<file path="config.mk">
export PLATFORM = sky130hd
export DESIGN_NAME = sram_pack_ctrl
export DESIGN_NICKNAME = d
export VERILOG_FILES = /design/src/rtl/sram_pack_pkg.sv /design/src/rtl/sram_rd_skid.sv /design/src/rtl/sram_pack_ctrl.sv
export SDC_FILE = /design/constraint.sdc
export NUM_CORES = 1
export LEC_CHECK = 0
export CAP_MARGIN = 10
export CORE_ASPECT_RATIO = 0.6
export CORE_UTILIZATION = 40
export DETAILED_ROUTE_END_ITERATION = 16
export PLACE_DENSITY_LB_ADDON = 0.05
export REMOVE_ABC_BUFFERS = 1
export SYNTH_ARGS = -nofsm -noshare
export SYNTH_HDL_FRONTEND = slang
export SYNTH_SLANG_ARGS = --single-unit
</file>
<file path="constraint.sdc">
create_clock -name i_clk -period 4.9 [get_ports i_clk]
set_input_delay 0.98 -clock i_clk [delete_from_list [all_inputs] [get_ports i_clk]]
set_output_delay 0.98 -clock i_clk [all_outputs]
set_load 0.1 [all_outputs]
</file>
<file path="src/rtl/sram_pack_pkg.sv">
// Shared constants for the SRAM pack controller: burst size, skid depth and ring capacity.
package sram_pack_pkg;
  localparam int BURST  = 4;
  localparam int SKID_N = 2;

  // The top 4-word slot is kept unused so the read address (rd_ptr+1) stays in range.
  function automatic int cap(input int depth);
    return depth - BURST;
  endfunction
endpackage

</file>
<file path="src/rtl/sram_rd_skid.sv">
// Two-entry fall-through output buffer for SRAM read data; empty buffer passes data straight through.
module sram_rd_skid #(
  parameter int WIDTH = 10
) (
  input  logic             i_clk,
  input  logic             i_rst_n,
  input  logic             i_flush,
  input  logic             i_valid,
  input  logic [WIDTH-1:0] i_data,
  input  logic             i_ready,
  output logic             o_valid,
  output logic [WIDTH-1:0] o_data,
  output logic [1:0]       o_occ
);
  logic [1:0]       r_occ;
  logic [WIDTH-1:0] r_d0;
  logic [WIDTH-1:0] r_d1;
  logic             w_pop;
  logic             w_pop_q;
  logic             w_push_q;
  logic [1:0]       w_slot;
  logic [1:0]       w_occ_nxt;

  always_comb begin
    o_valid   = ~i_flush & ((r_occ != 2'd0) | i_valid);
    o_data    = '0;
    if (o_valid) o_data = (r_occ != 2'd0) ? r_d0 : i_data;
    o_occ     = r_occ;
    w_pop     = o_valid & i_ready;
    // A word handed out while the buffer is empty bypasses storage entirely.
    w_pop_q   = w_pop & (r_occ != 2'd0);
    w_push_q  = i_valid & ~i_flush & ~(w_pop & (r_occ == 2'd0));
    w_slot    = r_occ - 2'(w_pop_q);
    w_occ_nxt = r_occ + 2'(w_push_q) - 2'(w_pop_q);
  end

  always_ff @(posedge i_clk or negedge i_rst_n) begin
    if (!i_rst_n)     r_occ <= 2'd0;
    else if (i_flush) r_occ <= 2'd0;
    else              r_occ <= w_occ_nxt;
  end

  always_ff @(posedge i_clk) begin
    if (w_pop_q) r_d0 <= r_d1;
    if (w_push_q) begin
      if (w_slot == 2'd0) r_d0 <= i_data;
      else                r_d1 <= i_data;
    end
  end
endmodule

</file>
<file path="src/rtl/sram_pack_ctrl.sv">
// Ring controller for a 4-word-write / 1-word-read single-port SRAM with a valid/ready
// burst input and a single-word valid/ready output.
module sram_pack_ctrl
  import sram_pack_pkg::*;
#(
  parameter int WIDTH = 10,
  parameter int DEPTH = 128,
  parameter int ADDRB = $clog2(DEPTH)
) (
  input  logic             i_clk,
  input  logic             i_rst_n,
  input  logic             i_clr,
  input  logic             s_valid,
  output logic             s_ready,
  input  logic [WIDTH-1:0] s_data_0,
  input  logic [WIDTH-1:0] s_data_1,
  input  logic [WIDTH-1:0] s_data_2,
  input  logic [WIDTH-1:0] s_data_3,
  output logic             m_valid,
  input  logic             m_ready,
  output logic [WIDTH-1:0] m_data,
  output logic [ADDRB-1:0] o_level,
  output logic             o_ena,
  output logic             o_wea,
  output logic             o_rea,
  output logic [ADDRB-1:0] o_addr_i,
  output logic [ADDRB-1:0] o_addr_o,
  output logic [WIDTH-1:0] o_dina_0,
  output logic [WIDTH-1:0] o_dina_1,
  output logic [WIDTH-1:0] o_dina_2,
  output logic [WIDTH-1:0] o_dina_3,
  input  logic [WIDTH-1:0] i_douta
);
  localparam logic [ADDRB:0]   CAP_LIM = (ADDRB+1)'(cap(DEPTH) - BURST);
  localparam logic [ADDRB-1:0] WR_LAST = ADDRB'(DEPTH - 2*BURST);
  localparam logic [ADDRB-1:0] RD_LAST = ADDRB'(DEPTH - BURST - 1);

  logic             r_run;
  logic [ADDRB-1:0] r_wr_ptr;
  logic [ADDRB-1:0] r_rd_ptr;
  logic [ADDRB:0]   r_wr_count;
  logic             r_inflight;
  logic             w_wr_acc;
  logic             w_rd_iss;
  logic             w_hand;
  logic             w_credit;
  logic [1:0]       w_skid_occ;

  always_comb begin
    s_ready  = r_run & ~i_clr & (r_wr_count <= CAP_LIM);
    w_wr_acc = s_valid & s_ready;
    w_hand   = m_valid & m_ready;
    // Issue only if the word will still have a skid slot when it returns next cycle.
    w_credit = (3'(w_skid_occ) + 3'(r_inflight)) < (3'(SKID_N) + 3'(w_hand));
    w_rd_iss = r_run & ~i_clr & (r_wr_count != '0) & w_credit;

    o_ena    = w_wr_acc | w_rd_iss;
    o_wea    = w_wr_acc;
    o_rea    = w_rd_iss;
    o_addr_i = w_wr_acc ? r_wr_ptr : '0;
    o_addr_o = w_rd_iss ? ADDRB'(r_rd_ptr + ADDRB'(1)) : '0;
    o_dina_0 = w_wr_acc ? s_data_0 : '0;
    o_dina_1 = w_wr_acc ? s_data_1 : '0;
    o_dina_2 = w_wr_acc ? s_data_2 : '0;
    o_dina_3 = w_wr_acc ? s_data_3 : '0;
    o_level  = ADDRB'(r_wr_count + (ADDRB+1)'(r_inflight) + (ADDRB+1)'(w_skid_occ));
  end

  always_ff @(posedge i_clk or negedge i_rst_n) begin
    if (!i_rst_n) begin
      r_run      <= 1'b0;
      r_wr_ptr   <= '0;
      r_rd_ptr   <= '0;
      r_wr_count <= '0;
      r_inflight <= 1'b0;
    end else if (i_clr) begin
      r_wr_ptr   <= '0;
      r_rd_ptr   <= '0;
      r_wr_count <= '0;
      r_inflight <= 1'b0;
    end else begin
      r_run      <= 1'b1;
      r_inflight <= w_rd_iss;
      r_wr_count <= r_wr_count + (w_wr_acc ? (ADDRB+1)'(BURST) : '0) - (ADDRB+1)'(w_rd_iss);
      if (w_wr_acc) r_wr_ptr <= (r_wr_ptr == WR_LAST) ? '0 : ADDRB'(r_wr_ptr + ADDRB'(BURST));
      if (w_rd_iss) r_rd_ptr <= (r_rd_ptr == RD_LAST) ? '0 : ADDRB'(r_rd_ptr + ADDRB'(1));
    end
  end

  sram_rd_skid #(.WIDTH(WIDTH)) u_skid (
    .i_clk   (i_clk),
    .i_rst_n (i_rst_n),
    .i_flush (i_clr),
    .i_valid (r_inflight),
    .i_data  (i_douta),
    .i_ready (m_ready),
    .o_valid (m_valid),
    .o_data  (m_data),
    .o_occ   (w_skid_occ)
  );
endmodule

</file>
==> impl_metrics.env, run 1 <==
export IMPL_status="completed"
export IMPL_wl_um=9430
export IMPL_ys_flop_type="dfrtp_1"
export IMPL_clock_path_buffers=2
export IMPL_htreeDepth=2
export IMPL_synth_area_leaders="dfrtp_1 19%, edfxtp_1 9.7%, and2_1 8.9%, ha_1 8.5%, dfxtp_1 6.4%"
export IMPL_root_buffer="clkbuf_16"
export IMPL_drive_gt1_share_pct=19.3
export IMPL_antenna_found_initial=0
export IMPL_ys_seq_area_share_pct=35.5
export IMPL_min_period_ps=4120
export IMPL_hold_depth=2
export IMPL_cts_sinks=44
export IMPL_start_util_pct=42.0
export IMPL_netlist_area_mm2=0.00310
export IMPL_ir_drop_mv=0.368
export IMPL_synth_top_family_by_area="simple AND/OR/NAND/NOR gates"
export IMPL_net_switching_power_mw=1.66
export IMPL_synth_mux_area_share_pct=4.64
export IMPL_skew_ps=4.39
export IMPL_worstSkewPairLatency_ps=290
export IMPL_cts_tree="built"
export IMPL_grt_pass1_vias=2867
export IMPL_max_slew_worst_pin_slew_ps=1020
export IMPL_r2r_worst_path_cells=14
export IMPL_core_area_mm2=0.00739
export IMPL_syn_avg_cell_area_um2=8.77
export IMPL_drv_slew=0
export IMPL_synthArstFlopShare_pct=54.5
export IMPL_drtIter0Drc=182
export IMPL_fin_crit_sh_pct=84.2
export IMPL_setup_viol=0
export IMPL_die_area_mm2=0.00813
export IMPL_path_max_fanout=11
export IMPL_portBuffers=128
export IMPL_powerDensity_mw_per_mm2=586
export IMPL_synth_simple_area_share_pct=24.4
export IMPL_fillers=568
export IMPL_area_growth_pct=70.9
export IMPL_synth_xor_area_share_pct=4.23
export IMPL_rsz0062_at_grt="no"
export IMPL_place_hpwl_um=7440
export IMPL_grt_overflow_total=0
export IMPL_grt_pass1_wl_um=15200
export IMPL_hold_violations=0
export IMPL_cts_resized=0
export IMPL_cp_arrival_ps=4290
export IMPL_synth_edf_count=10
export IMPL_rows=24
export IMPL_worstHoldPathType="flop to flop"
export IMPL_p_comb_share_pct=67.8
export IMPL_die_h_um=70.2
export IMPL_antenna_left=0
export IMPL_synth_compound_area_share_pct=14.5
export IMPL_synth_adder_area_share_pct=10.4
export IMPL_clk_pin_slew_ps=60
export IMPL_power_leakage_nw=2.20
export IMPL_p_sw_share_pct=53.3
export IMPL_max_freq_ghz=0.242
export IMPL_synth_top_cell_area_share_pct=19.3
export IMPL_diodes=0
export IMPL_grt_max_degree=47
export IMPL_viasPerCell=5.12
export IMPL_critPathCaptureType="flop"
export IMPL_cts_made_buffers=5
export IMPL_num_nets_final=555
export IMPL_synth_warnings=0
export IMPL_ctsHoldBuffers=0
export IMPL_synth_distinct_cells=57
export IMPL_power_frac_clock_pct=13.9
export IMPL_via_count=2973
export IMPL_die_w_um=116
export IMPL_worstSetupStartpointType="input port"
export IMPL_gp_congestion=0.941
export IMPL_drtPass1Iterations=4
export IMPL_yosysTopAreaCell="dfrtp_1"
export IMPL_boundaryPins=131
export IMPL_wl_per_cell_um=16.2
export IMPL_whs_ps=526
export IMPL_worstSetupPathType="input port to flop"
export IMPL_netlist_instances=354
export IMPL_p_int_mw=1.45
export IMPL_setup_tns_final_ps=0
export IMPL_synth_seq_cells=44
export IMPL_grt_usage_pct=24.1
export IMPL_drc_errors=0
export IMPL_slew_headroom_pct=31.6
export IMPL_critical_path_required_ps=5070
export IMPL_post_cts_buffers=0
export IMPL_drv_cap=0
export IMPL_pwr_share_seq_pct=18.2
==> critical path, stage by stage <==
cell	delay, ps
clkdlybuf4s50_1	590
nor3b_1	330
o31a_1	340
nand2_1	320
inv_2	250
ha_1	180
inv_1	40
ha_1	190
fa_1	410
a21o_1	200
a21oi_1	250
xnor2_1	150
nor2_1	60
==> per-stage QoR <==
step | utilization (%) | setup slack, ps | total power [mW] | cell area, um^2 | cells
floorplan | - | 2.03 | 2.02 | 3010 | 335
finish | 71.8 | 776 | 3.11 | 5310 | 581
global placement | 69.3 | 717 | 2.63 | 5120 | 573
CTS | 71.8 | 791 | 3.12 | 5310 | 581
detailed placement | 69.3 | 512 | 2.68 | 5120 | 573
global route | 71.8 | 566 | 3.26 | 5310 | 581
==> power by group through the flow <==
stage	clock network, mW	logic, mW	registers (mW)
after CTS	0.437	2.11	0.567
final	0.433	2.11	0.567
after detailed placement	0	2.10	0.573
after global routing	0.450	2.23	0.583
after floorplan	0	1.48	0.546
after global placement	0	2.07	0.567
==> Yosys cell counts (4+ instances only) <==
| master | n |
|---|---|
| and2_1 | 44 |
| nand2_1 | 43 |
| dfrtp_1 | 24 |
| inv_1 | 22 |
| ha_1 | 21 |
| nor2_1 | 18 |
| a21oi_1 | 17 |
| o21ai_0 | 16 |
| xnor2_1 | 12 |
| mux2i_1 | 11 |
| dfxtp_1 | 10 |
| edfxtp_1 | 10 |
| buf_2 | 7 |
| clkbuf_1 | 7 |
| nand3_1 | 6 |
| nand2b_1 | 5 |
| nor2b_1 | 5 |
| nor3_1 | 5 |
| a311oi_1 | 4 |
| nand4_1 | 4 |
==> metal layers <==
metal / share of wire (%) / vias to the layer above / GRT usage [%]
li1: - / 1456 / -
met1: 49 / 1418 / 35.8
met2: 45 / 92 / 36.6
met3: 5.8 / 7 / 5.21
met4: 0.48 / 0 / 3.42
met5: 0 / - / 0
==> cell families after synthesis <==
| kind of cell | count (synthesis) |
|---|---|
| buffers and inverters | 46 |
| xor gates and xnor gates | 15 |
| AOI/OAI and AO/OA | 66 |
| other | 1 |
| adders and majority gates | 24 |
| muxes | 13 |
| and+or+nand+nor | 145 |
| DFF | 44 |
==> cells in the final DEF, fill, tap and decap left out, types with 4 or more instances in the layout <==
cell             instances
nand3_1                  6
edfxtp_1                10
dfrtp_1                 24
nand4_1                  4
nor3_1                   5
and2_1                  44
clkbuf_16                5
nor2_1                  18
a21oi_1                 17
buf_4                   10
ha_1                    21
a311oi_1                 4
mux2i_1                 11
o21ai_0                 16
inv_1                   22
nand2_1                 43
nand2b_1                 5
clkdlybuf4s50_1         59
buf_12                  65
dfxtp_1                 10
xnor2_1                 12
nor2b_1                  5
==> state kept, by name, summed over array words and instances (netlist names) <==
| signal | count |
|---|---|
| r_inflight | 1 |
| r_wr_count | 8 |
| u_skid.o_occ | 2 |
| r_run | 1 |
| r_wr_ptr | 5 |
| r_rd_ptr | 7 |
| u_skid.r_d1 | 10 |
| u_skid.r_d0 | 10 |
==> area by class of cell <==
type,count,area (um^2),share of cell area (%)
flip-flops and latches,44,1100,20.8
well taps,104,130,2.45
repair buffers,134,1970,37.1
clock buffers,6,129,2.43
multi-input cells,265,1820,34.3
clock inverters,2,60.1,1.13
inverters,26,97.6,1.84
==> path summary, 6_finish.rpt <==
path	end	from	slack, ps
min in group asynchronous	r_rd_ptr[4]$_DFFE_PN0P_	i_rst_n	1080
max reg2reg	r_wr_count[5]$_DFF_PN0_	r_inflight$_DFF_PN0_	1340
min	u_skid.r_d0[1]$_DFF_P_	u_skid.r_d1[1]$_DFFE_PP_	530
min reg2reg	u_skid.r_d0[1]$_DFF_P_	u_skid.r_d1[1]$_DFFE_PP_	530
max in group asynchronous	u_skid.o_occ[1]$_DFF_PN0_	i_rst_n	3550
max	r_wr_count[5]$_DFF_PN0_	i_clr	780
(Power assumes the default switching activity.)
==> inputs of run 2 (changes only) <==
- CORE_UTILIZATION: 40 -> 39
- clock period: 4.9 -> 3.35 ns (I/O delays scaled with it)
==> run 2 against run 1 <==
Sequential power rose by 44%. Largest cell class unchanged. Setup slack worse by 590 ps. Register-to-register slack got worse by 1000 ps. Flip-flop and latch count unchanged. First-iteration DRC count down 10%. Hold slack improved by 9.6 ps. Cell count grew 1.7%. Critical path type is now input port to primary output.
==> impl_metrics.env, run 2 (synthesis gave the netlist of run 1 again) <==
export IMPL_area_growth_pct=74.6
export IMPL_grt_overflow_total=0
export IMPL_rows=24
export IMPL_start_util_pct=41.5
export IMPL_r2r_worst_path_cells=14
export IMPL_hold_violations=0
export IMPL_postPlaceCellArea_mm2=0.00523
export IMPL_ir_drop_mv=0.582
export IMPL_grt_pass1_vias=2973
export IMPL_drtIter0Drc=163
export IMPL_final_common_cell="buf_12"
export IMPL_slowest_stage="clkdlybuf4s50_1"
export IMPL_rsz0062_at_grt="no"
export IMPL_worstHoldPathType="flop to flop"
export IMPL_die_h_um=71.1
export IMPL_powerDensity_mw_per_mm2=855
export IMPL_grt_usage_pct=23.6
export IMPL_wl_um=9320
export IMPL_antenna_found_initial=0
export IMPL_min_period_ps=3170
export IMPL_crit_path_start="i_clr"
export IMPL_die_area_mm2=0.00833
export IMPL_grt_pass1_wl_um=15200
export IMPL_slew_headroom_pct=61.0
export IMPL_drv_cap=0
export IMPL_critPathCaptureType="primary output"
export IMPL_endpoint="o_dina_3[5]"
export IMPL_drtPass1Iterations=5
export IMPL_max_slew_worst_pin_slew_ps=580
export IMPL_worstSetupStartpointType="input port"
export IMPL_path_max_fanout=46
export IMPL_critical_path_required_ps=2680
export IMPL_root_buffer="clkbuf_16"
export IMPL_fin_crit_sh_pct=94.6
export IMPL_cts_sinks=44
export IMPL_worstHoldStart="u_skid.r_d1[4]$_DFFE_PP_"
export IMPL_place_hpwl_um=7480
export IMPL_portBuffers=128
export IMPL_clk_pin_slew_ps=60
export IMPL_mostFrequentLayoutCells="69 x buf_12, 54 x clkdlybuf4s50_1, 44 x and2_1"
export IMPL_grt_max_degree=47
export IMPL_wl_per_cell_um=15.8
export IMPL_clock_path_buffers=2
export IMPL_drv_slew=0
export IMPL_r2r_start="r_inflight$_DFF_PN0_"
export IMPL_cts_made_buffers=5
export IMPL_worstSetupPathType="input port to primary output"
export IMPL_core_area_mm2=0.00748
export IMPL_max_stage_delay_ps=480
export IMPL_die_w_um=117
export IMPL_r2r_end="r_wr_count[5]$_DFF_PN0_"
export IMPL_status="completed"
export IMPL_diodes=0
export IMPL_cts_tree="built"
export IMPL_gp_congestion=0.884
export IMPL_cp_arrival_ps=2500
export IMPL_crit_chain="clkdlybuf4s50_1, buf_4, nor2b_1, and3_1, buf_6, and2_1, buf_12"
export IMPL_max_freq_ghz=0.316
export IMPL_htreeDepth=2
export IMPL_num_nets_final=565
export IMPL_antenna_left=0
export IMPL_drive_gt1_share_pct=22.0
export IMPL_largestRegisters="u_skid.r_d0 (10), u_skid.r_d1 (10), r_wr_count (8)"
export IMPL_via_count=3034
export IMPL_viasPerCell=5.13
export IMPL_setup_tns_final_ps=0
export IMPL_post_cts_buffers=0
export IMPL_drc_errors=0
export IMPL_ctsHoldBuffers=0
export IMPL_power_leakage_nw=2.27
export IMPL_skew_ps=5.21
export IMPL_boundaryPins=131
export IMPL_cts_resized=0
export IMPL_worstSkewPairLatency_ps=280
export IMPL_final_area_mm2=0.00542
export IMPL_rrSetupSlack_ps=300
export IMPL_setup_viol=0
run 2: changes by cell type in the layout (fill, tap and decap cells not counted), sizes merged:
cell / before / now
clkdlybuf4s50: 59 / 54
buf: 75 / 90
run 2: through the flow:
stage | utilization, % | power [mW] | cells | worst slack (ps) | hold slack, ps
after floorplan | - | 2.96 | 335 | -1230 | 374
after global placement | 69.9 | 3.94 | 583 | 68.6 | 503
after detailed placement | 69.9 | 4.00 | 583 | -85.8 | 524
after CTS | 72.5 | 4.64 | 591 | 125 | 542
after global routing | 72.5 | 4.86 | 591 | 68.2 | 567
final | 72.5 | 4.64 | 591 | 182 | 535
run 2: how the worst min path moves through the flow:
stage	end	slack [ps]	cells past startpoint
3_5_place_dp	u_skid.r_d0[2]$_DFF_P_	520	2
4_1_cts	u_skid.r_d0[2]$_DFF_P_	540	2
2_1_floorplan	r_inflight$_DFF_PN0_	370	0
6_report	u_skid.r_d0[4]$_DFF_P_	540	2
5_1_grt	u_skid.r_d0[8]$_DFF_P_	570	2
3_3_place_gp	u_skid.r_d0[1]$_DFF_P_	500	2
run 2: where the power goes:
group | leakage [nW] | switching [mW] | total [mW] | internal (mW)
registers | 0.491 | 0.127 | 0.818 | 0.691
logic | 1.69 | 2.11 | 3.19 | 1.07
clock network | 0.0911 | 0.204 | 0.631 | 0.428
total | 2.27 | 2.44 | 4.64 | 2.19
run 2: worst max-delay path, delay by kind of cell:
family	cells	cell delay, ps
and+or+nand+nor	3	650
buffers and inverters	4	1160
run 2: cell type report:
type                       count  area, um^2
timing repair buffer         144        2080
fill                         539        2060
multi-input combinational    265        1820
sequential                    44        1100
tap                          104         130
clock buffer                   6         129
inverter                      26        97.6
clock inverter                 2        60.1
run 2: layer usage:
layer  routed length, um  vias up  GRT usage [%]
li1                    -     1473              -
met5                   0        -              0
met4                  23        0           3.66
met2                4340       98           38.5
met1                4350     1461           33.1
met3                 608        2           4.54
